===== config.mk =====
export PLATFORM = sky130hd
export DESIGN_NAME = scan_dump_rx
export DESIGN_NICKNAME = d
export VERILOG_FILES = /design/src/rtl/scan_pkg.sv /design/src/rtl/sync_fifo.sv /design/src/rtl/scan_dump_rx.sv
export SDC_FILE = /design/constraint.sdc
export NUM_CORES = 1
export LEC_CHECK = 0
export CORE_ASPECT_RATIO = 0.9
export CORE_UTILIZATION = 45
export DETAILED_ROUTE_END_ITERATION = 8
export DONT_BUFFER_PORTS = 1
export SYNTH_ARGS = -nofsm -noshare
export SYNTH_HDL_FRONTEND = slang
export SYNTH_SLANG_ARGS = --single-unit

===== constraint.sdc =====
create_clock -name clk -period 5.2 [get_ports clk]
set_clock_uncertainty 0.05 [all_clocks]
set_input_delay 1.56 -clock clk [delete_from_list [all_inputs] [get_ports clk]]
set_output_delay 1.56 -clock clk [all_outputs]
set_load 0.1 [all_outputs]

===== src/rtl/scan_pkg.sv =====
// Types and default sizes shared by the scan-inject controller and the
// scan-dump receive path.
package scan_pkg;

    // Receive-side dump sequencing states
    typedef enum logic [1:0] {
        ST_IDLE  = 2'd0,
        ST_SHIFT = 2'd1,
        ST_FLUSH = 2'd2,
        ST_DONE  = 2'd3
    } scan_state_t;

    // Default packing width and buffer depth agreed with the inject side
    localparam int SCAN_WORD_W = 8;
    localparam int SCAN_DEPTH  = 4;

endpackage


===== src/rtl/sync_fifo.sv =====
// Show-ahead synchronous FIFO. The head entry is always visible on head_o.
// When the FIFO is empty, head_o keeps the last word handed out.
// A push into a full FIFO is accepted only if a pop happens in the same cycle.
module sync_fifo #(
    parameter int WIDTH = 8,
    parameter int DEPTH = 4
) (
    input  logic             clk,
    input  logic             rst,
    input  logic             push_i,
    input  logic [WIDTH-1:0] push_data_i,
    input  logic             pop_i,
    output logic [WIDTH-1:0] head_o,
    output logic             full_o,
    output logic             empty_o
);

    localparam int AW = $clog2(DEPTH);

    logic [WIDTH-1:0] mem_q [DEPTH];
    logic [AW-1:0]    wr_ptr_q;
    logic [AW-1:0]    rd_ptr_q;
    logic [AW:0]      count_q;
    logic [WIDTH-1:0] last_q;
    logic             do_push;
    logic             do_pop;

    assign empty_o = (count_q == '0);
    assign full_o  = (count_q == (AW+1)'(DEPTH));
    assign do_pop  = pop_i && !empty_o;
    assign do_push = push_i && (!full_o || do_pop);
    assign head_o  = empty_o ? last_q : mem_q[rd_ptr_q];

    // Pointer and occupancy bookkeeping; pointers wrap naturally (DEPTH is 2^n)
    always_ff @(posedge clk or posedge rst) begin
        if (rst) begin
            wr_ptr_q <= '0;
            rd_ptr_q <= '0;
            count_q  <= '0;
            last_q   <= '0;
        end else begin
            if (do_push) wr_ptr_q <= wr_ptr_q + 1'b1;
            if (do_pop) begin
                rd_ptr_q <= rd_ptr_q + 1'b1;
                last_q   <= mem_q[rd_ptr_q];
            end
            case ({do_push, do_pop})
                2'b10:   count_q <= count_q + 1'b1;
                2'b01:   count_q <= count_q - 1'b1;
                default: count_q <= count_q;
            endcase
        end
    end

    // Storage array; contents are qualified by count_q so no reset is needed
    always_ff @(posedge clk) begin
        if (do_push) mem_q[wr_ptr_q] <= push_data_i;
    end

endmodule


===== src/rtl/scan_dump_rx.sv =====
// Receive end of the serial scan-chain dump. Bits arrive LSB-first and are
// packed into WORD_W-bit words, buffered in a small FIFO and handed to the
// host over valid/ready. A trailing partial word is zero-padded and flushed.
module scan_dump_rx
    import scan_pkg::*;
#(
    parameter int WORD_W = SCAN_WORD_W,
    parameter int DEPTH  = SCAN_DEPTH,
    parameter int CNT_W  = 16
) (
    input  logic              clk,
    input  logic              rst,
    input  logic              ch_out,
    input  logic              ch_out_vld,
    input  logic              ch_out_done,
    output logic [WORD_W-1:0] word_data,
    output logic              word_vld,
    input  logic              word_rdy,
    output logic [CNT_W-1:0]  bit_count,
    output logic              dump_done,
    output logic              overflow,
    output logic              busy
);

    localparam int IW = (WORD_W > 1) ? $clog2(WORD_W) : 1;
    localparam logic [IW-1:0] LAST_IDX = IW'(WORD_W - 1);

    scan_state_t       state_q, state_d;
    logic [WORD_W-1:0] shreg_q, shreg_d;
    logic [IW-1:0]     idx_q, idx_d;
    logic [CNT_W-1:0]  cnt_q, cnt_d;
    logic              ovf_q, ovf_d;

    logic              take;
    logic [WORD_W-1:0] base_sh;
    logic [IW-1:0]     base_idx;
    logic [WORD_W-1:0] word_next;
    logic              push;
    logic [WORD_W-1:0] push_word;
    logic              pop;
    logic              fifo_full;
    logic              fifo_empty;

    function automatic logic [CNT_W-1:0] sat_inc(input logic [CNT_W-1:0] v);
        return (&v) ? v : v + 1'b1;
    endfunction

    // State, packing and status registers
    always_ff @(posedge clk or posedge rst) begin
        if (rst) begin
            state_q <= ST_IDLE;
            shreg_q <= '0;
            idx_q   <= '0;
            cnt_q   <= '0;
            ovf_q   <= 1'b0;
        end else begin
            state_q <= state_d;
            shreg_q <= shreg_d;
            idx_q   <= idx_d;
            cnt_q   <= cnt_d;
            ovf_q   <= ovf_d;
        end
    end

    // Next-state: sample the bit first, then act on end-of-dump
    always_comb begin
        state_d   = state_q;
        shreg_d   = shreg_q;
        idx_d     = idx_q;
        cnt_d     = cnt_q;
        take      = 1'b0;
        base_sh   = shreg_q;
        base_idx  = idx_q;
        word_next = '0;
        push      = 1'b0;
        push_word = '0;

        unique case (state_q)
            ST_IDLE, ST_DONE: begin
                // A valid bit here opens a new dump and is its bit 0
                if (ch_out_vld) begin
                    take     = 1'b1;
                    base_sh  = '0;
                    base_idx = '0;
                    cnt_d    = CNT_W'(1);
                    state_d  = ST_SHIFT;
                end
            end
            ST_SHIFT: begin
                if (ch_out_vld) begin
                    take  = 1'b1;
                    cnt_d = sat_inc(cnt_q);
                end
            end
            ST_FLUSH: begin
                // Unfilled upper bits are already zero in the shift register
                push      = 1'b1;
                push_word = shreg_q;
                shreg_d   = '0;
                idx_d     = '0;
                state_d   = ST_DONE;
            end
            default: state_d = ST_IDLE;
        endcase

        if (take) begin
            word_next = base_sh | (WORD_W'(ch_out) << base_idx);
            if (base_idx == LAST_IDX) begin
                push      = 1'b1;
                push_word = word_next;
                shreg_d   = '0;
                idx_d     = '0;
            end else begin
                shreg_d = word_next;
                idx_d   = base_idx + 1'b1;
            end
        end

        // A bit that completes a word alongside done skips the flush
        if (state_q == ST_SHIFT && ch_out_done) begin
            state_d = (idx_d != '0) ? ST_FLUSH : ST_DONE;
        end
    end

    // Sticky overflow: a completed word arrived with nowhere to go
    always_comb begin
        ovf_d = ovf_q | (push & fifo_full & ~pop);
    end

    assign pop       = word_vld & word_rdy;
    assign word_vld  = ~fifo_empty;
    assign bit_count = cnt_q;
    assign overflow  = ovf_q;
    assign dump_done = (state_q == ST_DONE);
    assign busy      = (state_q == ST_SHIFT) || (state_q == ST_FLUSH);

    sync_fifo #(
        .WIDTH (WORD_W),
        .DEPTH (DEPTH)
    ) u_fifo (
        .clk         (clk),
        .rst         (rst),
        .push_i      (push),
        .push_data_i (push_word),
        .pop_i       (pop),
        .head_o      (word_data),
        .full_o      (fifo_full),
        .empty_o     (fifo_empty)
    );

endmodule


==> results of run 1 <==
[area by class of cell]
type	instances	area, um2	area share
Multi-Input combinational cell	223	1660	0.4004
Timing Repair Buffer	1	7.507	0.001810
Inverter	16	60.06	0.01448
Tap cell	115	143.9	0.03470
Clock buffer	9	123.9	0.02987
Clock inverter	7	63.81	0.01539
Sequential cell	77	2087	0.5033
[worst paths after layout]
kind / to / from / cells after the start
worst max-delay path: word_data[1] / u_fifo.rd_ptr_q[0] / 2
worst min-delay path: shreg_q[6] / shreg_q[6] / 2
worst max register to register: u_fifo.count_q[2] / state_q[0] / 13
worst min register to register: shreg_q[6] / shreg_q[6] / 2
max in group asynchronous: shreg_q[4] / rst / 1
min in group asynchronous: u_fifo.last_q[2] / rst / 1
[stage by stage]
stage / instances / power, mW / area, um2
6_report: 448 / 2.705 / 4146
5_1_grt: 448 / 2.858 / 4146
4_1_cts: 448 / 2.729 / 4146
3_5_place_dp: 432 / 2.289 / 3959
3_3_place_gp: 432 / 2.276 / 3959
2_1_floorplan: 331 / 2.123 / 3864
[cell families after synthesis]
logic type	after synthesis
AOI/OAI and AO/OA	73
xor gates and xnor gates	5
adders and majority gates	11
buffers and inverters	31
DFF	77
muxes	34
and+or+nand+nor	100
[routing by layer]
metal  vias up  share of wire
met5         -              0
met4         0         0.0087
met3         6          0.062
met2        77           0.43
met1      1312           0.50
li1       1227              -
[critical path, stage by stage (launching register included)]
cell and delay (ns):
sky130_fd_sc_hd__dfrtp_1 0.72, sky130_fd_sc_hd__mux4_2 0.60, sky130_fd_sc_hd__mux2_2 0.50
[synthesized netlist by cell type (2+ instances only)]
cell                       number
sky130_fd_sc_hd__a21o_1         2
sky130_fd_sc_hd__a21oi_1       18
sky130_fd_sc_hd__a221o_1        3
sky130_fd_sc_hd__a22o_1         2
sky130_fd_sc_hd__a22oi_1        2
sky130_fd_sc_hd__a31oi_1        6
sky130_fd_sc_hd__and2_1         7
sky130_fd_sc_hd__buf_2          4
sky130_fd_sc_hd__clkbuf_1      10
sky130_fd_sc_hd__dfrtp_1       45
sky130_fd_sc_hd__edfxtp_1      32
sky130_fd_sc_hd__ha_1          10
sky130_fd_sc_hd__inv_1         16
sky130_fd_sc_hd__mux2_2        19
sky130_fd_sc_hd__mux2i_1        7
sky130_fd_sc_hd__mux4_2         8
sky130_fd_sc_hd__nand2_1       24
sky130_fd_sc_hd__nand2_2        2
sky130_fd_sc_hd__nand3_1        4
sky130_fd_sc_hd__nand4_1        3
sky130_fd_sc_hd__nor2_1        20
sky130_fd_sc_hd__nor3_1         9
sky130_fd_sc_hd__nor3b_1        3
sky130_fd_sc_hd__nor4_1         4
sky130_fd_sc_hd__nor4b_1        2
sky130_fd_sc_hd__o211ai_1       3
sky130_fd_sc_hd__o21ai_0       20
sky130_fd_sc_hd__o21ai_1        3
sky130_fd_sc_hd__o22ai_1        3
sky130_fd_sc_hd__o31ai_1        3
sky130_fd_sc_hd__or2_2          3
sky130_fd_sc_hd__or3_1          4
sky130_fd_sc_hd__or4_1          3
sky130_fd_sc_hd__xnor2_1        4
[flip-flops by register name (all words and copies together) (netlist names)]
signal           count
u_fifo.rd_ptr_q      2
u_fifo.count_q       3
idx_q                3
u_fifo.last_q        8
u_fifo.mem_q        32
state_q              2
bit_count           16
overflow             1
shreg_q              8
u_fifo.wr_ptr_q      2
[power breakdown]
| group | internal [mW] | switching [mW] |
|---|---|---|
| clock network | 0.185 | 0.252 |
| logic | 0.331 | 0.849 |
| registers | 0.780 | 0.308 |
| total | 1.30 | 1.41 |
==> impl_summary.md, run 1 <==
Global routing
The largest net degree at the start of global routing is 46. The via count of the first global-routing pass is 2496. The initial antenna violation count is 0. For met1 alone, demand over resource in global routing was 0.2840. The global route total overflow is 0. The global routing usage on met3 is 0.06454. The global routing stage identified its most utilized layer as met1. In the global route stage, met2 resource usage came out at 0.2615. Across every metal layer, demand over resource in global routing totals 0.1901. The first-pass GRT wire length is 13120 um.

Route
The total wirelength of the detailed-routed design is 7820 um. The DRC marker count from the first detailed-route iteration is 149. The antenna violation net count after detailed routing is 0.

The total number of vias is 2622. After detailed routing, the number of vias per cell comes to 5.853. In the routed design, unresolved DRC markers number 0. The average detailed-routed wire length per instance is 17.46 um. The number of search-and-repair iterations in the first detailed-routing pass is 4.

Clock tree
Clock-pin slew was measured on the worst setup and hold paths at 0.09 ns. The insertion delay of the later-clocked pin in the worst-skew pair is 0.36 ns. Clock tree synthesis selected as its root buffer the cell sky130_fd_sc_hd__clkbuf_8. CTS built an H-tree with a depth of 3.

The quantity of gates resized following cts is 0. TritonCTS built the clock tree. The tree built by TritonCTS fans out to 77 sinks. Hold repair after CTS inserted 0 buffers. The maximum number of buffers from clock root to sink is 2. Buffers added to address setup during post-CTS repair amount to 0.

Counting the buffers created by CTS gives 9.

Yosys
The post-synthesis simple-gate area fraction is 0.1409. The number of nets handed over by synthesis was 348. The portion of the post-synthesis area used by sequential elements is 0.5402. The share of the synthesized area in compound gates (AO/OA/AOI/OAI) came to 0.1185. The mux cell area share after synthesis is 0.1201. The top cell type's share of synthesized area is 0.2915. The primary flip-flop cell chosen by synthesis mapping is sky130_fd_sc_hd__dfrtp_1. By area, the combinational part of the netlist is dominated by simple AND/OR/NAND/NOR gates. The number of library cell types mapped by synthesis is 57. Synthesis produced 331 cells.

In the post-synthesis netlist, the biggest area contributors are sky130_fd_sc_hd__dfrtp_1, sky130_fd_sc_hd__edfxtp_1, sky130_fd_sc_hd__mux2_2. The parity-gate share of the synthesized area counting xor and xnor cells is 0.01133. Counting flops with an async set or reset pin after synthesis yields a share of 0.5844. In this run, synthesis produced a sequential element count of 77. The cell taking the most area after synthesis is sky130_fd_sc_hd__dfrtp_1. The netlist area before placement is 3864 um2. Dividing the synthesized area by the synthesized cell count gives 11.67 um2. Of the total synthesized cell area, the portion taken by full adders, half adders and majority gates is 0.03756. The number of flops mapped to enable cells by yosys is 32. The count of yosys warnings during synthesis is 0.

Floorplanning
The die covers 8961 um2. The floorplan step defined a core boundary enclosing 8184 um2. The die outline width is 99.67 um.

The initial utilization of the core area, before any placement, comes to 0.4721. The number of primary I/O pins is 34. The die boundary height is 89.91 um. The cell row count is 31.

Layout
The number of antenna diodes is 0. In the final layout, the share of cells above drive strength 1 is 0.1682. The number of nets in the final layout is 345. Leaving out fill and tap cells, the most frequent cell in the layout is sky130_fd_sc_hd__dfrtp_1. In the layout the commonest cells are sky130_fd_sc_hd__dfrtp_1, sky130_fd_sc_hd__edfxtp_1, sky130_fd_sc_hd__nand2_1, sky130_fd_sc_hd__nor2_1, sky130_fd_sc_hd__o21ai_0. Measured on the finished design, the core utilization comes to 0.5067.

The final-layout fill cell count is 749. Compared with the post-synthesis result, the final layout area differs by 7.319%.

Power
In this run the power density over the cells is 652.3 nW/um2. IR analysis of the VDD net gives a maximum drop of 0.3720 mV. The analysis attributes to cell leakage a power of 1.577 nW.

STA
Setup violations remaining at the end of the flow were counted as 0. The number of hold-slack violations in the final timing report is 0. Across all hold checks on the routed design, the worst slack comes to 0.4604 ns. The worst slew margin relative to its limit is 0.2663. The setup TNS after final layout is 0 ns. The number of max-slew violations in the final report is 0. Setup repair after global routing left no endpoint under its margin.

For this run, the top clock speed supported by timing is 263.9 MHz. The final worst-path setup slack is 1.411 ns. The clock period minus final worst setup slack is 3.789 ns. The slew at the pin with the worst max-slew slack is 1.101 ns.

The final worst-path cycle share is 0.7287.

Critical path
In this run the register-to-register setup slack is 1.90 ns. STA puts the critical path data required time at 3.59 ns. The worst setup path is captured at an output port.

The classification of the worst setup path is register to output port. The highest fanout seen on the critical path is 10. The startpoint kind of the worst setup timing path is a register. Data on the critical path arrives at its endpoint at 2.18 ns.

Place
Routability-driven placement finished with a final weighted congestion of 0.8608. The count of buffers added on input and output ports is 0. OpenSTA, run right after detailed placement, puts the worst setup slack at 1.333 ns. The detailed placement HPWL is 5412 um.

Status
The run finished with clean final reports.

Min path
The path type of the worst min-delay path is register to register.

Job
The max capacitance violation total is 0.
Note: power is estimated with default switching activity, not from simulation.
==> run 2: changes to the inputs <==
Clock period 5.2 ns to 3.6 ns, I/O delays scaled along.
==> run 2 against run 1 <==
Against the previous run:
- core utilization increased by 2.2 points
- clock power increased by 40%
- register-to-register slack got worse by 1.6 ns
- critical path depth unchanged
- total power increased by 48%
- count of clock-buffer cells in the layout unchanged
- design area increased by 4.3%
- first-iteration DRC count increased by 51%
- largest cell class unchanged
- highest routed layer unchanged
==> impl_summary.md, run 2 (synthesis gave the netlist of run 1 again) <==
Status
The flow ran to the end, and the final reports show no timing, DRC or antenna violations.

Layout
The leading cell type in the layout, fill and taps excluded is sky130_fd_sc_hd__dfrtp_1. In the layout the commonest cells are sky130_fd_sc_hd__dfrtp_1, sky130_fd_sc_hd__edfxtp_1, sky130_fd_sc_hd__buf_4, sky130_fd_sc_hd__nand2_1. Of the cells placed in the final design, the portion with a size suffix greater than 1 is 0.2241. 0 antenna diodes ended up in the layout. The net count of the finished layout is 369.

The register bank with the most flops is u_fifo.mem_q. After filler insertion, the fill cell instance count of the layout stands at 741. The number of flip-flops under the largest register name is 32. Compared with the post-synthesis result, the final layout area differs by 11.98%. The post-layout utilization of the core is 0.5287.

STA
The final worst-path cycle share is 0.9226. The highest achievable clock rate is 301.1 MHz. The setup TNS after final layout is 0 ns. The slew at the pin with the worst max-slew slack is 1.012 ns.

Measured against its own limit, the worst slew margin works out to 0.3244. The number of max-slew violations in the final report came to 0. The clock period minus final worst setup slack is 3.321 ns.

Setup repair after global routing left no endpoint under its margin. The final setup violation count is 0. The number of hold-slack violations in the final timing report was 0.

Floorplanning
The initial utilization of the core area, before any placement, comes to 0.4721. The floorplan step defined a die boundary enclosing 8961 um2. The die boundary height is 89.91 um. From left edge to right edge, the die measures 99.67 um. The placeable core area is 8184 um2. The number of primary I/O pins is 34.

Row generation in the floorplan step produced 31 rows.

Route
The detail route stage leaves a number of antenna-violating nets equal to 0. The number of search-and-repair iterations in the first detailed-routing pass is 4. After detailed routing, the number of vias per cell comes to 5.617. In this run, the number of DRC markers left after iteration 0 of detailed routing was 225. Dividing the detail-routed wire length by the instance count gives 17.15 um. The routed design has 8094 um of wire. After detailed routing, the number of remaining DRC violations is 0.

For this block, the via count after detailed routing is 2651.

Clock tree
The maximum number of buffers from clock root to sink is 2. Post-CTS repair changed the size of 0 cells. The total CTS buffers is 9. The count of hold-fix buffers inserted at cts is 0. Clock-pin slew was measured on the worst setup and hold paths at 0.09 ns. The post-CTS setup repair buffer count is 0. The number of sinks handled by clock tree synthesis is 77. In this run the clock root is driven by a sky130_fd_sc_hd__clkbuf_8. The insertion delay of the later-clocked pin in the worst-skew pair is 0.34 ns. CTS built an H-tree with a depth of 3.

The TritonCTS clock tree is done.

Global routing
Summed over all layers, the global routing overflow is 0. The first-pass GRT wire length is 13240 um. Entering global routing, the biggest net connects 46 pins. The via count of the first global-routing pass was 2553.

The initial antenna violation count came to 0. For this run, the total global-route usage over all layers was measured as 0.1934.

Power
For this design the static power due to leakage is 1.702 nW. The areal power density over the cells is 923.0 nW/um2. The worst ir drop on vdd is 0.6683 mV.

Critical path
The setup slack of the worst register-to-register path is 0.34 ns. The sort of element at the end of the critical path is an output port. The startpoint of the worst setup timing path is u_fifo.rd_ptr_q[0].

The setup path with the least slack is of type register to output port. The critical register-to-register path startpoint is state_q[0]. The highest fanout seen on the critical path is 10.

The arrival time at the worst endpoint is 2.19 ns. The worst setup path is launched from a register. At the worst endpoint, the required time is 2.47 ns.

Place
The detailed placement HPWL is 5807 um. The weighted congestion reported at the end of routability-driven placement is 0.8440. Buffers placed on the I/O ports in this run total 0.

Min path
The path type of the worst min-delay path is register to register. The worst hold path begins at shreg_q[4].

Job
The max capacitance violation total is 0.
==> run 2: changes by cell type in the layout (fill, tap and decap cells not counted), sizes merged <==
cell | previous run | this run
clkinv | 0 | 1
inv | 21 | 20
buf | 1 | 25
==> run 2: per-stage QoR <==
stage	hold WS (ns)	power (mW)	area [um2]	instances	setup slack, ns
floorplan	0.4133	3.066	3865	331	0.09135
detailed placement	0.4311	3.409	4139	456	0.2142
finish	0.4529	3.993	4327	472	0.2788
global placement	0.4317	3.379	4139	456	0.3465
CTS	0.4579	4.031	4327	472	0.2030
global route	0.4759	4.214	4327	472	0.02042
==> run 2: layout make-up <==
type,count,area (um2),area share
Inverter,16,60.06,0.01388
Sequential cell,77,2087,0.4824
Timing Repair Buffer,25,187.7,0.04338
Clock inverter,7,63.81,0.01475
Tap cell,115,143.9,0.03326
Clock buffer,9,123.9,0.02863
Multi-Input combinational cell,223,1660,0.3837
==> run 2: final timing paths <==
kind / end / cells after the start
setup / recovery: word_data[5] / 2
min in group asynchronous: u_fifo.last_q[7] / 1
hold / removal: shreg_q[4] / 2
setup reg to reg: u_fifo.count_q[2] / 13
max in group asynchronous: u_fifo.count_q[1] / 1
hold reg to reg: shreg_q[4] / 2
==> run 2: power breakdown <==
group / internal (mW) / switching (mW)
combinational: 0.554 / 1.45
clock: 0.266 / 0.345
sequential: 1.13 / 0.245
total: 1.95 / 2.04
==> run 2: layer usage <==
metal / track usage / wire, um / up-vias
met5: 0 / 0 / -
met4: 0.05270 / 35 / 0
met3: 0.05599 / 443 / 2
met2: 0.2856 / 3741 / 70
met1: 0.2784 / 3874 / 1301
li1: - / - / 1278
==> run 2: critical path, cell delays in order, from the launching register on <==
cell,delay (ns)
sky130_fd_sc_hd__dfrtp_1,0.73
sky130_fd_sc_hd__mux4_2,0.60
sky130_fd_sc_hd__mux2_2,0.50
==> run 3: changes to the inputs <==
Settings changed: CORE_UTILIZATION 45 to 60, PLACE_DENSITY set to 0.76.
==> run 3 against run 2 <==
Against the previous run:
- clock power shrank 5.6%
- core utilization up 16 points
- flip-flop and latch count is the same
- routed wire length shrank 3.3%
- first-iteration DRC count down 28%
- largest cell class unchanged
- largest power group unchanged
==> impl_summary.md, run 3 (synthesis gave the netlist of run 1 again) <==
Floorplanning
From bottom edge to top edge, the die measures 78.13 um. From left edge to right edge, the die measures 86.59 um. During I/O placement, the number of pins put on the boundary was 34.

The initial utilization of the core area, before any placement, comes to 0.6250. The total area inside the core boundary comes to 6182 um2. The area of the die is 6765 um2. The cell row count is 27.

Route
The routed layout has 2772 vias. The average detailed-routed wire length per instance is 17.75 um. The uppermost signal routing layer after detailed routing is met4. The final layout contains routed wiring with a total length of 7828 um. The antenna violation net count after detailed routing is 0. Detailed routing placed a total of 518 um of wire on met3.

The routed via count divided by cell count is 6.286. For this run, design rule violations remaining after detail routing come to 0. The number of search-and-repair iterations in the first detailed-routing pass is 5. In the detailed route, the total length drawn on met2 is 3593 um. For this block, wires on met1 add up to 3594 um.

For this block, the initial DRC count from the detailed router was 163.

STA
The final worst-path cycle share is 0.9435. The worst slew margin relative to its limit is 0.2573. The number of hold-slack violations in the final timing report is 0. The number of max-slew violations in the final report is 0. The smallest hold slack is 0.4535 ns.

Based on the critical path, the design can be clocked at up to 294.4 MHz. Summed over all failing endpoints, the final setup total negative slack is 0 ns. The final worst-path setup slack is 0.2033 ns. The worst path needs 3.397 ns of the cycle, external delays included.

Setup repair after global routing left no endpoint under its margin. Setup violations remaining at the end of the flow were counted as 0. The slew at the pin with the worst max-slew slack is 1.107 ns.

Clock tree
The post-CTS setup repair buffer count is 0. The number of sinks handled by clock tree synthesis is 77. The root buffer selected by CTS is sky130_fd_sc_hd__clkbuf_8. The clock transition at the registers of the reported paths is 0.09 ns.

TritonCTS built the clock tree. Post-CTS repair changed the size of 0 cells. The count of hold-fix buffers inserted at cts is 0.

The longest clock path from root to sink contains 2 buffers. For the worst-skew pair, the clock arrives at the later sink with an insertion delay of 0.35 ns. The number of levels the H-tree was split into is 3. The total CTS buffers is 9.

Power
IR analysis of the VDD net gives a maximum drop of 0.6149 mV. The areal power density over the cells is 930.6 nW/um2. For this design the static power due to leakage is 1.690 nW.

Critical path
The highest fanout seen on the critical path is 10. The delay of the slowest critical-path stage is 0.78 ns. For the worst setup path, the data required time is 2.47 ns. For this design, the slowest cell found on the critical path is sky130_fd_sc_hd__dfrtp_1. The classification of the worst setup path is register to output port.

The worst setup path is captured at an output port. STA classifies the critical path startpoint as a register. The signal on the critical path passes through mux4_2, mux2_2.

The family with the most delay on the worst path is multiplexers. The number of buffer and inverter stages on the critical path is 0. The arrival time at the worst endpoint is 2.27 ns.

Layout
The share of layout cells above drive strength 1 is 0.2175. In the final layout, flip-flops and latches occupy 2087 um2. The area growth from synthesis to layout is 10.14%. 0 antenna diodes ended up in the layout. The register bank with the most flops is u_fifo.mem_q. Counting the fill cells in the layout gives 443. The total area of multi-input combinational cells is 1660 um2. The number of flip-flops under the largest register name is 32. The top cell types in the final layout, fill and taps aside, are sky130_fd_sc_hd__dfrtp_1, sky130_fd_sc_hd__edfxtp_1, sky130_fd_sc_hd__nand2_1, sky130_fd_sc_hd__buf_4. Leaving out fill and tap cells, the most frequent cell in the layout is sky130_fd_sc_hd__dfrtp_1. For this run, the post-layout net count is 366.

Global routing
The via count of the first global-routing pass is 2591. The largest net degree at the start of global routing is 46. The initial antenna violation count is 0.

The total overflow left after global routing is 0. The first global-routing pass estimated 12900 um of wire. Across every metal layer, demand over resource in global routing totals 0.2537.

Place
The placement-stage worst setup slack is 0.3710 ns. The detailed placement HPWL is 5515 um. Port buffering added 0 buffers. The congestion estimate from routability-driven global placement came to 0.8345.

Status
The run finished with clean final reports.

Min path
The path type of the worst min-delay path is register to register.

Job
The tool flagged a number of max-cap violations equal to 0.
-- run 3: worst paths after layout --
kind,start,depth (start not counted),to,slack (ns)
hold reg to reg,u_fifo.last_q[4],1,u_fifo.last_q[4],0.45
setup / recovery,u_fifo.rd_ptr_q[0],2,word_data[0],0.20
max in group asynchronous,rst,1,u_fifo.last_q[4],2.13
min in group asynchronous,rst,1,u_fifo.last_q[7],0.76
hold / removal,u_fifo.last_q[4],1,u_fifo.last_q[4],0.45
setup reg to reg,state_q[0],13,u_fifo.count_q[2],0.46
-- run 3: cell type report --
| cell class | instances | share of cell area |
|---|---|---|
| Timing Repair Buffer | 22 | 0.03881 |
| Clock inverter | 7 | 0.01176 |
| Sequential cell | 77 | 0.4904 |
| Tap cell | 87 | 0.02558 |
| Multi-Input combinational cell | 223 | 0.3902 |
| Inverter | 16 | 0.01411 |
| Clock buffer | 9 | 0.02911 |
-- run 3: per-layer routing --
layer / track usage / vias to the layer above
li1: - / 1274
met1: 0.3657 / 1370
met2: 0.3786 / 112
met3: 0.07781 / 16
met4: 0.06167 / 0
met5: 0 / -
-- run 3: metrics by stage --
step	util	power [mW]	std cells	cell area, um2
after floorplan	-	3.066	331	3865
after global placement	0.6602	3.342	425	4081
after detailed placement	0.6602	3.395	425	4081
after CTS	0.6883	3.969	441	4255
after global routing	0.6883	4.161	441	4255
final	0.6883	3.960	441	4255
-- run 3: worst reg2reg max path, delay by kind of cell (launching register included) --
| kind | cells | cell delay [ns] |
|---|---|---|
| fa+ha+maj | 4 | 1.20 |
| xor+xnor | 1 | 0.19 |
| compound gates | 1 | 0.13 |
| flops | 1 | 0.39 |
| simple gates | 5 | 0.96 |
| buf+inv | 2 | 0.11 |
-- run 3: power breakdown --
part           switching (mW)  internal, mW  total [mW]
logic                    1.44         0.542        1.99
clock network           0.325         0.252       0.577
registers               0.265          1.13        1.40
